**src/rtl/arb_mux.sv**
```systemverilog
`default_nettype none
// ============================================================================
// Module   : arb_mux
// Purpose  : N-channel valid/ready arbiter feeding a one-deep registered output
//            stage. Round-robin (MODE 0) or fixed lowest-index priority (MODE 1).
//            Define ARB_MUX_STATS_EN to add the saturating grant_cnt port.
// Revision : 1.0 - initial release
// ============================================================================
module arb_mux #(
  parameter int WIDTH = 16,
  parameter int N     = 4,
  parameter int MODE  = 0,
  localparam int c_SW = (N > 1) ? $clog2(N) : 1
) (
  input  logic               clk,
  input  logic               rst,
  input  logic [N*WIDTH-1:0] in_data,
  input  logic [N-1:0]       in_valid,
  output logic [N-1:0]       in_ready,
  output logic [WIDTH-1:0]   out_data,
  output logic               out_valid,
  input  logic               out_ready,
  output logic [c_SW-1:0]    out_sel
`ifdef ARB_MUX_STATS_EN
  ,
  output logic [15:0]        grant_cnt
`endif
);

  localparam logic [c_SW:0]   c_N_EXT = (c_SW + 1)'(N);
  localparam logic [c_SW-1:0] c_LAST  = c_SW'(N - 1);

  logic [WIDTH-1:0] r_out_data;
  logic             r_out_valid;
  logic [c_SW-1:0]  r_out_sel;
  logic [c_SW-1:0]  r_ptr;

  logic             w_load;
  logic             w_found;
  logic             w_accept;
  logic [c_SW-1:0]  w_start;
  logic [N-1:0]     w_rot;
  logic [c_SW-1:0]  w_off;
  logic [c_SW:0]    w_sum;
  logic [c_SW-1:0]  w_grant;
  logic [c_SW-1:0]  w_next_ptr;
  logic [N-1:0]     w_in_ready;
  logic [WIDTH-1:0] w_sel_data;

  assign w_load   = !r_out_valid || out_ready;
  assign w_start  = (MODE == 1) ? '0 : r_ptr;
  assign w_accept = w_load && w_found;

  // Rotate the request vector so the search always starts at bit 0.
  assign w_rot = N'({in_valid, in_valid} >> w_start);

  always_comb begin
    w_found = 1'b0;
    w_off   = '0;
    for (int j = N - 1; j >= 0; j--) begin
      if (w_rot[j]) begin
        w_found = 1'b1;
        w_off   = c_SW'(j);
      end
    end
  end

  assign w_sum   = {1'b0, w_start} + {1'b0, w_off};
  assign w_grant = (w_sum >= c_N_EXT) ? c_SW'(w_sum - c_N_EXT) : w_sum[c_SW-1:0];

  assign w_next_ptr = (w_grant == c_LAST) ? '0 : w_grant + 1'b1;

  always_comb begin
    w_in_ready = '0;
    w_sel_data = '0;
    for (int i = 0; i < N; i++) begin
      if (w_grant == c_SW'(i)) begin
        w_in_ready[i] = w_accept;
        w_sel_data    = in_data[i*WIDTH +: WIDTH];
      end
    end
  end

  assign in_ready = w_in_ready;

  // Pointer is maintained in both modes; fixed priority simply ignores it.
  always_ff @(posedge clk or posedge rst) begin
    if (rst) begin
      r_out_data  <= '0;
      r_out_valid <= 1'b0;
      r_out_sel   <= '0;
      r_ptr       <= '0;
    end else if (w_load) begin
      if (w_found) begin
        r_out_data  <= w_sel_data;
        r_out_sel   <= w_grant;
        r_out_valid <= 1'b1;
        r_ptr       <= w_next_ptr;
      end else begin
        r_out_valid <= 1'b0;
      end
    end
  end

  assign out_data  = r_out_data;
  assign out_valid = r_out_valid;
  assign out_sel   = r_out_sel;

`ifdef ARB_MUX_STATS_EN
  logic [15:0] r_grant_cnt;

  always_ff @(posedge clk or posedge rst) begin
    if (rst) begin
      r_grant_cnt <= '0;
    end else if (w_accept && (r_grant_cnt != 16'hFFFF)) begin
      r_grant_cnt <= r_grant_cnt + 16'd1;
    end
  end

  assign grant_cnt = r_grant_cnt;
`else
  // No transfer statistics in this build.
`endif

endmodule
`default_nettype wire

```
**config.mk**
```make
export PLATFORM = sky130hd
export DESIGN_NAME = arb_mux
export DESIGN_NICKNAME = d
export VERILOG_FILES = /design/src/rtl/arb_mux.sv
export SDC_FILE = /design/constraint.sdc
export NUM_CORES = 1
export LEC_CHECK = 0
export BUFFER_PORTS_ARGS = -buffer_cell sky130_fd_sc_hd__buf_2
export CAP_MARGIN = 20
export CORE_UTILIZATION = 39
export DETAILED_ROUTE_END_ITERATION = 6
export PLACE_DENSITY = 0.77
export SLEW_MARGIN = 10
export SYNTH_ARGS = -nofsm -noshare
export SYNTH_HDL_FRONTEND = slang
export SYNTH_SLANG_ARGS = --single-unit
```
**constraint.sdc**
```tcl
create_clock -name clk -period 2.9 [get_ports clk]
set_input_delay 0.435 -clock clk [delete_from_list [all_inputs] [get_ports clk]]
set_output_delay 0.435 -clock clk [all_outputs]
set_load 0.1 [all_outputs]
```
==> impl_metrics.env <==
export IMPL_drt_iter0_drc=99
export IMPL_num_vias=1787
export IMPL_grt_pass1_vias=1707
export IMPL_htreeDepth=1
export IMPL_cts_root_buf="clkbuf_8"
export IMPL_wl_met1_um=1920
export IMPL_async_flop_share_pct=100
export IMPL_drive_gt1_share_pct=52.5
export IMPL_grt_pass1_wl_um=7520
export IMPL_hold_class="primary input to asynchronous set/reset pin"
export IMPL_avgSynthCellArea_um2=8.69
export IMPL_gr_usage_all_layers_pct=23.4
export IMPL_drc=0
export IMPL_dpl_cell_area_um2=2180
export IMPL_ant_nets=0
export IMPL_cp_arrival_ns=2.53
export IMPL_portBuffers=93
export IMPL_dr_wl_met2_um=2430
export IMPL_fin_cells=326
export IMPL_areaGrowthSynthToFinish_pct=55.7
export IMPL_cts_buffers=3
export IMPL_post_dp_hpwl_um=3610
export IMPL_drv_slew=0
export IMPL_final_core_utilization_pct=63.8
export IMPL_clk_latency_ns=0.27
export IMPL_core_area_um2=3690
export IMPL_critPathMaxFanout=5
export IMPL_violations="negative setup slack"
export IMPL_cts_sinks=21
export IMPL_period_needed_ns=2.97
export IMPL_yosys_register_bits=21
export IMPL_min_period_over_period_pct=102
export IMPL_met3WireLength_um=339
export IMPL_fp_dieW_um=64.3
export IMPL_place_gp_congestion=0.828
export IMPL_initial_core_util_pct=41.0
export IMPL_finalHoldViolations=0
export IMPL_vias_per_cell=5.48
export IMPL_synth_edf_count=0
export IMPL_row_count=22
export IMPL_cts_tree="built"
export IMPL_die_h_um=64.3
export IMPL_startpoint_type="flop"
export IMPL_ys_seq_area_share_pct=34.8
export IMPL_setup_slack_ns=-0.0676
export IMPL_syn_num_nets=250
export IMPL_ys_types=38
export IMPL_antennaDiodeCount=0
export IMPL_tightest_slew_ns=0.842
export IMPL_rsz0062_at_grt="true"
export IMPL_gr_total_overflow=0
export IMPL_syn_area_um2=1510
export IMPL_status="finished, violations left"
export IMPL_dp_cells=318
export IMPL_max_slew_margin_pct=43.8
export IMPL_wl_um=4800
export IMPL_clkTransAtPathRegs_ns=0.08
export IMPL_setup_tns_ns=-0.128
export IMPL_io_pins=94
export IMPL_routedWlPerCell_um=14.7
export IMPL_fp_dieArea_um2=4130
export IMPL_finalSetupViolations=3
export IMPL_fin_area_um2=2350
export IMPL_drv_cap=0
export IMPL_critPathKind="flop to output pin"
export IMPL_netlist_instances=174
export IMPL_crit_required_ns=2.47
export IMPL_max_freq_mhz=337
export IMPL_cts_path_max_buffers=2
export IMPL_top_layer="met4"
export IMPL_fin_worst_skew_ns=0.00639
export IMPL_fin_nets=355
export IMPL_grt_max_degree=22
export IMPL_end_kind="output pin"
export IMPL_synth_ff_type="dfrtp_1"
export IMPL_drtPass1Iterations=4
export IMPL_antenna_found_initial=0
export IMPL_ys_warn_count=0
-- routing by layer --
metal | track usage (%) | vias to the layer above
met3 | 3.39 | 12
met2 | 41.7 | 87
li1 | - | 860
met1 | 27.6 | 828
met4 | 9.72 | 0
met5 | 0 | -
-- cell families (layout without fill, tap and decap cells) --
| family | count (synthesis) | count (layout) | synth area share, % |
|---|---|---|---|
| multiplexers | 1 | 1 | 0.662 |
| AND/OR/NAND/NOR | 49 | 49 | 16.3 |
| flip-flops | 21 | 21 | 34.8 |
| AO/OA/AOI/OAI | 76 | 76 | 36.1 |
| adder cells (fa/ha/maj) | 5 | 5 | 4.14 |
| XOR/XNOR | 1 | 1 | 0.580 |
| buffers and inverters | 21 | 125 | 7.45 |
-- layout by cell type, fill, tap and decap left out, types with 2 or more instances in the layout --
cell,count
and2b_1,2
nor2b_1,2
ha_4,4
nand2b_1,2
clkbuf_8,3
o211ai_1,15
nand2_1,11
buf_4,23
buf_12,4
a221o_1,15
a21oi_1,31
o21ai_1,2
and2_4,2
o21ai_0,4
buf_2,89
dfrtp_1,20
nor2_1,16
inv_1,2
nor2_4,3
-- critical path, cell delays in order, from the launching register on --
cell,delay (ns)
dfrtp_1,0.43
nand2b_4,0.16
o22ai_2,0.07
o21ai_1,0.13
o221ai_1,0.13
ha_2,0.21
xnor2_2,0.14
and4_4,0.17
or2_4,0.25
ha_4,0.17
buf_6,0.11
and2_4,0.13
buf_12,0.16
-- registers in the layout, indices dropped and copies added, names as in the netlist --
name / flops
out_data: 16
r_ptr: 2
out_valid: 1
out_sel: 2
-- layout make-up --
cell class	instances	area, um2
Fill cell	325	1340
Multi-Input combinational cell	132	991
Timing Repair Buffer	117	709
Sequential cell	21	527
Tap cell	48	60.1
Clock buffer	3	41.3
Inverter	4	20.0
Clock inverter	1	5.00
-- worst paths after layout --
path,cells after the start,from,endpoint,slack [ns]
min reg2reg,2,out_sel[1],out_sel[1],0.49
max,12,r_ptr[0],in_ready[0],-0.07
min in group clk,3,in_data[62],out_data[14],0.44
max in group asynchronous,2,rst,r_ptr[1],2.00
max reg2reg,14,r_ptr[0],out_data[3],0.11
min,2,rst,out_data[4],0.32
-- through the flow --
stage / worst slack, ns / hold WS [ns]
after floorplan: -0.0906 / 0.412
after global placement: -0.0853 / 0.467
after detailed placement: -0.169 / 0.469
after CTS: -0.0360 / 0.348
after global routing: -0.160 / 0.390
final: -0.0676 / 0.318
-- cell usage after synthesis (3+ instances only) --
master | number | share of area (%)
o21ai_0 | 6 | 2.0
dfrtp_1 | 21 | 35
inv_1 | 3 | 0.74
nor2_1 | 20 | 5.0
o211ai_1 | 15 | 7.5
buf_2 | 7 | 2.3
a21oi_1 | 31 | 10
a221o_1 | 15 | 9.9
nand2_1 | 11 | 2.7
ha_1 | 5 | 4.1
clkbuf_1 | 4 | 0.99
nand2b_1 | 3 | 1.2
-- what timing repair did --
action | in CTS | in global routing
hold buffers | 0 | 0
buffers inserted | 1 | 4
gates resized for setup | 12 | 8
endpoints found under the setup margin | 19 | 20
pin swaps | 4 | 8
Power is not shown: default switching activity piles up to over one toggle a cycle in this logic, so the estimate is an artifact.
